<file path="src/rtl/memory_bank_sequencer_if.sv">
// Bus bundle between the memory bank sequencer and its surroundings:
// host/DMA row load handshake, bank write/read ports and the skewed feed
// toward the systolic array. The sequencer uses the slave view; the
// environment (host, bank, array edge) uses the master view.
interface memory_bank_sequencer_if #(
  parameter int matrixSize = 4,
  parameter int dataSize   = 16
);
  localparam int locSize = (matrixSize > 1) ? $clog2(matrixSize) : 1;

  logic                       clear;
  logic                       loadValid;
  logic                       loadReady;
  logic signed [dataSize-1:0] loadRow [matrixSize];
  logic                       startDrain;
  logic                       busy;
  logic                       writeEnable;
  logic signed [dataSize-1:0] writeElementVector [matrixSize];
  logic [locSize-1:0]         writeLocationVector [matrixSize];
  logic [locSize-1:0]         readLocationVector [matrixSize];
  logic signed [dataSize-1:0] bankData [matrixSize];
  logic                       feedValid;
  logic [matrixSize-1:0]      feedLaneValid;
  logic signed [dataSize-1:0] feedVector [matrixSize];
  logic                       done;

  modport slave (
    input  clear, loadValid, loadRow, startDrain, bankData,
    output loadReady, busy, writeEnable, writeElementVector,
           writeLocationVector, readLocationVector,
           feedValid, feedLaneValid, feedVector, done
  );

  modport master (
    output clear, loadValid, loadRow, startDrain, bankData,
    input  loadReady, busy, writeEnable, writeElementVector,
           writeLocationVector, readLocationVector,
           feedValid, feedLaneValid, feedVector, done
  );
endinterface

</file>
<file path="src/rtl/memory_bank_sequencer.sv">
// Memory bank sequencer for the systolic array input edge.
// Loads an NxN matrix row by row into the per-column bank (location = row
// index) and drains it in skewed diagonal order: lane i lags lane i-1 by one
// cycle. The bank read is registered, so feed outputs trail each drain step
// by one cycle.
// Optional feature macro: MEMBANK_SEQ_REPEAT_EN -- when defined, FLUSH
// returns to FULL so the resident matrix can be drained repeatedly.
module memory_bank_sequencer #(
  parameter int matrixSize = 4,
  parameter int dataSize   = 16
) (
  input  logic                    clk,
  input  logic                    resetN,
  memory_bank_sequencer_if.slave  bus
);

  localparam int LocW     = (matrixSize > 1) ? $clog2(matrixSize) : 1;
  localparam int StepW    = (2 * matrixSize - 1 > 1) ? $clog2(2 * matrixSize - 1) : 1;
  localparam int LastRow  = matrixSize - 1;
  localparam int LastStep = 2 * matrixSize - 2;

  typedef enum logic [2:0] {
    IDLE,
    LOAD,
    FULL,
    DRAIN,
    FLUSH
  } state_t;

  state_t                state;
  logic [LocW-1:0]       rowCount;
  logic [StepW-1:0]      drainCount;
  logic [matrixSize-1:0] laneMask;
  logic [matrixSize-1:0] feedMaskQ;
  logic                  feedValidQ;
  logic                  doneQ;
  logic                  beat;
  logic                  lastRow;
  logic                  lastStep;

  assign lastRow  = (rowCount == LocW'(LastRow));
  assign lastStep = (drainCount == StepW'(LastStep));

  // Load handshake and status decode; clear suppresses the write in its cycle
  assign bus.loadReady   = (state == IDLE) || (state == LOAD);
  assign bus.busy        = (state != IDLE);
  assign beat            = bus.loadValid && bus.loadReady && !bus.clear;
  assign bus.writeEnable = beat && resetN;

  assign bus.feedValid     = feedValidQ;
  assign bus.feedLaneValid = feedMaskQ;
  assign bus.done          = doneQ;

  // Bank write port: whole row at the current row index on every lane
  always_comb begin
    for (int unsigned i = 0; i < matrixSize; i++) begin
      bus.writeElementVector[i]  = bus.loadRow[i];
      bus.writeLocationVector[i] = rowCount;
    end
  end

  // Skewed read addressing: lane i reads location k-i when it falls inside
  // the bank; the difference is formed signed before truncation
  always_comb begin
    laneMask = '0;
    for (int unsigned i = 0; i < matrixSize; i++) begin
      bus.readLocationVector[i] = '0;
      if (state == DRAIN) begin
        if ((int'(drainCount) - int'(i) >= 0) &&
            (int'(drainCount) - int'(i) < matrixSize)) begin
          laneMask[i]               = 1'b1;
          bus.readLocationVector[i] = LocW'(int'(drainCount) - int'(i));
        end
      end
    end
  end

  // Feed data: bank output arrives with the registered mask; gate idle lanes
  always_comb begin
    for (int unsigned i = 0; i < matrixSize; i++) begin
      bus.feedVector[i] = feedMaskQ[i] ? bus.bankData[i] : '0;
    end
  end

  // Sequencer FSM with registered feed-valid, lane mask and done
  always_ff @(posedge clk or negedge resetN) begin
    if (!resetN) begin
      state      <= IDLE;
      rowCount   <= '0;
      drainCount <= '0;
      feedValidQ <= 1'b0;
      feedMaskQ  <= '0;
      doneQ      <= 1'b0;
    end else begin
      feedValidQ <= 1'b0;
      feedMaskQ  <= '0;
      doneQ      <= 1'b0;
      if (bus.clear) begin
        state      <= IDLE;
        rowCount   <= '0;
        drainCount <= '0;
      end else begin
        if (state == DRAIN) begin
          feedValidQ <= 1'b1;
          feedMaskQ  <= laneMask;
          doneQ      <= lastStep;
        end
        case (state)
          IDLE, LOAD: begin
            if (beat) begin
              if (lastRow) begin
                state    <= FULL;
                rowCount <= '0;
              end else begin
                state    <= LOAD;
                rowCount <= rowCount + LocW'(1);
              end
            end
          end
          FULL: begin
            if (bus.startDrain) begin
              state      <= DRAIN;
              drainCount <= '0;
            end
          end
          DRAIN: begin
            if (lastStep) begin
              state      <= FLUSH;
              drainCount <= '0;
            end else begin
              drainCount <= drainCount + StepW'(1);
            end
          end
          FLUSH: begin
`ifdef MEMBANK_SEQ_REPEAT_EN
            state <= FULL;
`else
            state <= IDLE;
`endif
          end
          default: state <= IDLE;
        endcase
      end
    end
  end

endmodule
</file>
<file path="src/flat_wrapper.sv">
// flat-port wrapper written by rule: the top's interface ports become plain ports
module memory_bank_sequencer_flat 
#(
  parameter int matrixSize = 4,
  parameter int dataSize   = 16
)
  (clk, resetN, bus_clear, bus_loadValid, bus_loadRow, bus_startDrain, bus_bankData, bus_loadReady, bus_busy, bus_writeEnable, bus_writeElementVector, bus_writeLocationVector, bus_readLocationVector, bus_feedValid, bus_feedLaneValid, bus_feedVector, bus_done);
  memory_bank_sequencer_if #(.matrixSize(matrixSize), .dataSize(dataSize)) bus_i ();
  input  logic clk;
  input  logic resetN;
  input wire logic [$bits(bus_i.clear)-1:0] bus_clear;
  input wire logic [$bits(bus_i.loadValid)-1:0] bus_loadValid;
  input wire logic [$bits(bus_i.loadRow)-1:0] bus_loadRow;
  input wire logic [$bits(bus_i.startDrain)-1:0] bus_startDrain;
  input wire logic [$bits(bus_i.bankData)-1:0] bus_bankData;
  output wire logic [$bits(bus_i.loadReady)-1:0] bus_loadReady;
  output wire logic [$bits(bus_i.busy)-1:0] bus_busy;
  output wire logic [$bits(bus_i.writeEnable)-1:0] bus_writeEnable;
  output wire logic [$bits(bus_i.writeElementVector)-1:0] bus_writeElementVector;
  output wire logic [$bits(bus_i.writeLocationVector)-1:0] bus_writeLocationVector;
  output wire logic [$bits(bus_i.readLocationVector)-1:0] bus_readLocationVector;
  output wire logic [$bits(bus_i.feedValid)-1:0] bus_feedValid;
  output wire logic [$bits(bus_i.feedLaneValid)-1:0] bus_feedLaneValid;
  output wire logic [$bits(bus_i.feedVector)-1:0] bus_feedVector;
  output wire logic [$bits(bus_i.done)-1:0] bus_done;
  assign bus_i.clear = bus_clear;
  assign bus_i.loadValid = bus_loadValid;
  assign bus_i.loadRow = {>>{bus_loadRow}};
  assign bus_i.startDrain = bus_startDrain;
  assign bus_i.bankData = {>>{bus_bankData}};
  assign bus_loadReady = bus_i.loadReady;
  assign bus_busy = bus_i.busy;
  assign bus_writeEnable = bus_i.writeEnable;
  assign bus_writeElementVector = {>>{bus_i.writeElementVector}};
  assign bus_writeLocationVector = {>>{bus_i.writeLocationVector}};
  assign bus_readLocationVector = {>>{bus_i.readLocationVector}};
  assign bus_feedValid = bus_i.feedValid;
  assign bus_feedLaneValid = bus_i.feedLaneValid;
  assign bus_feedVector = {>>{bus_i.feedVector}};
  assign bus_done = bus_i.done;
  memory_bank_sequencer #(.matrixSize(matrixSize), .dataSize(dataSize)) u_core (.clk(clk), .resetN(resetN), .bus(bus_i));
endmodule
</file>
<file path="config.mk">
export PLATFORM = sky130hd
export DESIGN_NAME = memory_bank_sequencer_flat
export DESIGN_NICKNAME = d
export VERILOG_FILES = /design/src/rtl/memory_bank_sequencer_if.sv /design/src/rtl/memory_bank_sequencer.sv /design/src/flat_wrapper.sv
export SDC_FILE = /design/constraint.sdc
export NUM_CORES = 1
export LEC_CHECK = 0
export BUFFER_PORTS_ARGS = -buffer_cell sky130_fd_sc_hd__buf_4
export CORE_AREA = 2 2 111 113
export CTS_BUF_LIST = sky130_fd_sc_hd__clkbuf_2 sky130_fd_sc_hd__clkbuf_4 sky130_fd_sc_hd__clkbuf_8
export DETAILED_ROUTE_END_ITERATION = 10
export DIE_AREA = 0 0 113 115
export PLACE_DENSITY = 0.45
export SYNTH_ARGS = -nofsm -noshare
export SYNTH_HDL_FRONTEND = slang
export SYNTH_SLANG_ARGS = --single-unit
export TNS_END_PERCENT = 1
</file>
<file path="constraint.sdc">
create_clock -name clk -period 1.7 [get_ports clk]
set_clock_uncertainty 0.15 [all_clocks]
set_input_delay 0.17 -clock clk [delete_from_list [all_inputs] [get_ports clk]]
set_output_delay 0.17 -clock clk [all_outputs]
set_load 0.01 [all_outputs]
</file>
Yosys cells after proc, flatten, opt, wreduce, memory -nomap -nowiden

Cells that the tools add are included.

Flip-flop bits (word level): 14
Input port bits: 133
Output and inout bits: 153
Word-level logic and storage cells: 81

Add/subtract/negate cells: 5
$lt $le $gt $ge: 8
Equal/unequal tests: 8
Multiplexer cells: 36
Reductions and logical operators: 18

Operator list:

| kind                                                        | count |
|---|---|
| >= comparator 32 x 1 -> 1 bit, second input constant        | 3 |
| less-than comparator 32 x 4 -> 1 bit, second input constant | 3 |
| 2-to-1 mux 16 bit                                           | 4 |
| 2-to-1 mux 2 bit                                            | 13 |
| 2-to-1 mux 3 bit                                            | 7 |
| case mux 3 bit (3 select lines)                             | 1 |
| 2-to-1 mux 1 bit                                            | 8 |
| 2-to-1 mux 4 bit                                            | 2 |
| subtractor 3 x 2 -> 4 bit, second input constant            | 2 |
| logical AND 1 bit                                           | 7 |
| == test 3 x 2 -> 1 bit, second input constant               | 2 |
| != test 3 x 2 -> 1 bit, second input constant               | 2 |
| case mux 3 bit (2 select lines)                             | 1 |
| nonzero test 3 bit                                          | 2 |
| AND reduction 2 bit                                         | 2 |
| nonzero test 2 bit                                          | 2 |
| subtractor 3 x 1 -> 4 bit, second input constant            | 1 |
| adder 3 x 1 -> 3 bit, second input constant                 | 1 |
| == test 3 x 1 -> 1 bit, second input constant               | 1 |
| == test 3 bit, second input constant                        | 1 |
| >= comparator 3 x 1 -> 1 bit, second input constant         | 1 |
| zero test 3 bit                                             | 1 |
| less-than comparator 3 bit, second input constant           | 1 |
| != test 3 bit, second input constant                        | 1 |
| other kinds (6)                                             | 6 |

Depth between registers and ports, before layout

Depth in word-level cells: 7
Depth in mapped cells: 5
Gate-level depth less buffers: 5

Worst setup path after synthesis

Ideal clock, no wire load.

Path kind: register to output
Start: register u_core.drainCount[0]
End: output bus_readLocationVector[4]
Arrival: 1.298 ns
Required time: 1.380 ns
Slack: 0.082 ns
Stages on the path, launching flop included: 6
Path buffers: 0
Cell sequence: dfrtp_1 inv_1 ha_1 xor2_1 a21o_1 nor3_1

Word-level cells in the longest chain between the ends: 5
Elaborated cells on any way between the ends: 6
Classes of those cells: 1 x add/sub; 2 x order compare; 2 x mux; 1 x reduce/logical

Ends and longest elaborated chain:

| element                                                                               | RTL line                                                 | text |
|---|---|---|
| start: declaration                                                                    | memory_bank_sequencer.sv:32                              | `logic [StepW-1:0] drainCount;` |
| start signal: assignment                                                              | memory_bank_sequencer.sv:131                             | `drainCount <= drainCount + StepW'(1);` |
| subtractor 3 x 1 -> 4 bit *                                                           | memory_bank_sequencer.sv:69, memory_bank_sequencer.sv:70 |  |
| >= comparator 32 x 1 -> 1 bit or less-than comparator 32 x 4 -> 1 bit (tied branches) | memory_bank_sequencer.sv:69, memory_bank_sequencer.sv:70 |  |
| logical AND 1 bit                                                                     | memory_bank_sequencer.sv:69                              | `if ((int'(drainCount) - int'(i) >= 0) &&` |
| 2-to-1 mux 2 bit *                                                                    | memory_bank_sequencer.sv:69                              |  |
| 2-to-1 mux 2 bit *                                                                    | memory_bank_sequencer.sv:68                              | `if (state == DRAIN) begin` |
| end: declaration                                                                      | flat_wrapper.sv:21                                       | `output wire logic [$bits(bus_i.readLocationVector)-1:0] bus_readLocationVector;` |

Every way passes the cells marked *; elsewhere a longest branch is shown, timed or not.

Worst setup path after layout

Start: register u_core.drainCount[1]
End: output bus_readLocationVector[1]

Word-level cells in the longest chain between the ends: 5
Elaborated cells on any way between the ends: 6
Classes of those cells: 1 x add/sub; 2 x order compare; 2 x mux; 1 x reduce/logical

Ends and longest elaborated chain:

| element                                                                               | RTL line |
|---|---|
| subtractor 3 x 2 -> 4 bit *                                                           | memory_bank_sequencer.sv:69, memory_bank_sequencer.sv:70 |
| >= comparator 32 x 1 -> 1 bit or less-than comparator 32 x 4 -> 1 bit (tied branches) | memory_bank_sequencer.sv:69, memory_bank_sequencer.sv:70 |
| logical AND 1 bit                                                                     | memory_bank_sequencer.sv:69 |
| 2-to-1 mux 2 bit *                                                                    | memory_bank_sequencer.sv:69 |
| 2-to-1 mux 2 bit *                                                                    | memory_bank_sequencer.sv:68 |

Marks and branches as above.

==> run_results.csv <==
group,metric,value,unit
cells_and_area,syn_to_final_growth,58.3,%
pwr,design_power_total,1.15,mW
sta,finalSetupViolCount,3,
routing,routed_wl,5.96,mm
global_route,grt_max_degree,18,
yosys,postSynthCellCount,220,
setup_path,crit_required,1.38,ns
placed_design,portBuffers,157,
die,die_y,115,um
min_path,min_path_type,"input port to flop",
sta,rsz0062_at_grt,"yes",
sta,finalMaxSlewViolations,0,
routing,postRouteAntennaNets,0,
routing,drt_first_iter_violations,55,
placed_design,dp_slack,0.0915,ns
die,io_pins,286,
pwr,cellLeakagePower,1.48,nW
outcome,failed_checks,"DRC, setup timing",
cells_and_area,layout_common_cells,"buf_4, and2_1, nor2_1",
pwr,swShare,0.299,
yosys,synth_nets,361,
global_route,globalRoute.totalOverflow,0,
clocking,clock_sinks,14,
placed_design,routabilityCongestion,0.791,
cells_and_area,fin_nets,460,
clocking,insertion_delay,0.25,ns
cells_and_area,fill_cells,1301,
cells_and_area,diodes,0,
global_route,grt_first_pass_wirelength,8.29,mm
outcome,status,"finished, violations left",
clocking,h-tree-depth,1,
pwr,comb_power_share,0.359,
pwr,ir_worst_vdd,0.000316,V
cells_and_area,finalInstanceArea,2780,um2
global_route,grt_use_total,0.0782,
global_route,antenna_found_initial,0,
clocking,cts_buffers,3,
setup_path,path_max_fanout,4,
sta,worst_slew_pin_slew,0.438,ns
setup_path,setup.worst_path.class,"flop to output pin",
global_route,first_global_vias,1526,
yosys,synth.distinct_cells,30,
pwr,power_frac_clock,0.291,
placed_design,dpl.hpwl,5.06,mm
run,cap_violations,0,
cells_and_area,fin_cells,465,
clocking,cts_tree,"yes",
cells_and_area,final_common_cell,"buf_4",
clocking,path_clk_slew,0.07,ns
sta,fmax,0.557,GHz
sta,min_period,1.79,ns
routing,drt_first_pass_iters,7,
pwr,p_seq_frac,0.350,
cells_and_area,final_layout_size_suffix_gt1_frac,0.594,
die,die_area,13000,um2
die,initial_core_util,0.149,
sta,finalCritPeriodShare,1.06,
placed_design,placed_area,2610,um2
sta,worst_slack,-0.0941,ns
pwr,power_switching,0.345,mW
clocking,clockBufferDepth,2,
yosys,syn_avg_cell_area,7.97,um2
pwr,power.density,416,nW/um2
yosys,synth_warnings,0,
yosys,syn_area,1750,um2
routing,drc,20,
placed_design,dpl.cell_count,454,
sta,hold_viol_final,0,
setup_path,crit_arrival,1.47,ns
routing,wl_per_cell,12.8,um
clocking,root_buffer,"clkbuf_8",
pwr,p_int,0.809,mW
yosys,seq_area_frac_synth,0.200,
routing,dr_total_vias,1725,
yosys,synth-seq-cells,14,
die,die_w,113,um
routing,vias_per_cell,3.71,
setup_path,start_kind,"flop",
die,core_area,11800,um2
setup_path,endpoint_kind,"output pin",
die,rows,40,
setup_path,r2r_slack,0.21,ns
sta,maxSlewHeadroom,0.708,
flip-flops by register name, indices dropped and copies added, names as in the netlist:
signal                    count
u_core.bus.feedLaneValid      4
u_core.state                  3
u_core.bus.feedValid          1
u_core.rowCount               2
u_core.drainCount             3
u_core.bus.done               1
metal layers:
layer  share of wire  wire, um  global-route usage
met1            0.36      2140              0.0903
met2            0.53      3150               0.150
met3            0.11       648              0.0190
met4          0.0029        17             0.00976
met5               0         0                   0
metrics by stage:
step            util  setup TNS, ns  hold WS [ns]
2_1_floorplan      -              0        -0.276
3_5_place_dp   0.221              0        -0.111
5_1_grt        0.235         -0.448         0.147
3_3_place_gp   0.221              0        -0.112
6_report       0.235         -0.164         0.115
4_1_cts        0.232         -0.300         0.111
worst max-delay path, cell delays in order, from the launching register on:
cell and delay [ns]:
dfrtp_1 0.39, buf_4 0.16, ha_1 0.20, nand2_1 0.07, o22ai_2 0.06, and3_1 0.20
buf_4 0.14
worst paths after layout:
check	start	to	depth (start not counted)
min in group asynchronous	resetN	u_core.bus.done$_DFF_PN0_	2
max	u_core.drainCount[1]$_DFFE_PN0P_	bus_readLocationVector[1]	6
max in group asynchronous	resetN	u_core.state[1]$_DFFE_PN0P_	2
min reg2reg	u_core.drainCount[2]$_DFFE_PN0P_	u_core.bus.feedLaneValid[0]$_DFF_PN0_	2
min	bus_loadValid	u_core.state[1]$_DFFE_PN0P_	3
max reg2reg	u_core.rowCount[0]$_DFFE_PN0P_	u_core.state[0]$_DFFE_PN0P_	4
power by group through the flow:
| stage | Combinational [mW] | Sequential, mW | Clock [mW] |
|---|---|---|---|
| 2_1_floorplan | 0.339 | 0.399 | 0 |
| 3_3_place_gp | 0.400 | 0.408 | 0 |
| 3_5_place_dp | 0.402 | 0.408 | 0 |
| 4_1_cts | 0.415 | 0.404 | 0.351 |
| 5_1_grt | 0.454 | 0.411 | 0.363 |
| 6_report | 0.414 | 0.405 | 0.336 |
Yosys cell counts (all sizes together):
| cell | count | area (um2) |
|---|---|---|
| nor3b | 1 | 12.5 |
| dfrtp | 14 | 350 |
| nor2 | 14 | 52.6 |
| clkbuf | 4 | 15.0 |
| o21ai | 1 | 5.00 |
| nor3 | 3 | 15.0 |
| o21a | 1 | 7.51 |
| inv | 6 | 25.0 |
| mux2i | 2 | 20.0 |
| nand4bb | 1 | 27.5 |
| and2b | 1 | 8.76 |
| and2 | 66 | 415 |
| nand2b | 2 | 12.5 |
| o22ai | 1 | 6.26 |
| a211o | 1 | 8.76 |
| o311ai | 1 | 8.76 |
| a32oi | 1 | 8.76 |
| and3 | 6 | 37.5 |
| buf | 71 | 533 |
| a32o | 1 | 10.0 |
| nand2 | 7 | 26.3 |
| nand3 | 1 | 5.00 |
| xor2 | 1 | 8.76 |
| o211ai | 1 | 7.51 |
| a21o | 1 | 7.51 |
| ha | 8 | 100 |
| nor4 | 1 | 6.26 |
| a31oi | 2 | 12.5 |
cell families (layout without fill, tap and decap cells):
group,count (synthesis),count (layout),synth area share
adder cells (fa/ha/maj),8,8,0.0571
flip-flops,14,14,0.200
XOR/XNOR,1,1,0.00499
multiplexers,2,2,0.0114
AND/OR/NAND/NOR,103,103,0.353
AO/OA/AOI/OAI,11,11,0.0471
buffers and inverters,81,179,0.327
timing repair:
action                                  CTS  global route
cloned                                    0             0
hold buffers                              2             0
pin swaps                                 3             3
gates resized for setup                  11             4
hold endpoints to repair                 16             0
setup buffers                             3             2
endpoints found under the setup margin    7             6
layout make-up:
type / instances / area, um2 / area share
Timing Repair Buffer: 169 / 1270 / 0.459
Inverter: 6 / 25.0 / 0.00901
Multi-Input combinational cell: 125 / 886 / 0.319
Tap cell: 147 / 184 / 0.0662
Sequential cell: 14 / 353 / 0.127
Clock buffer: 4 / 55.1 / 0.0198
(Power assumes the default switching activity.)
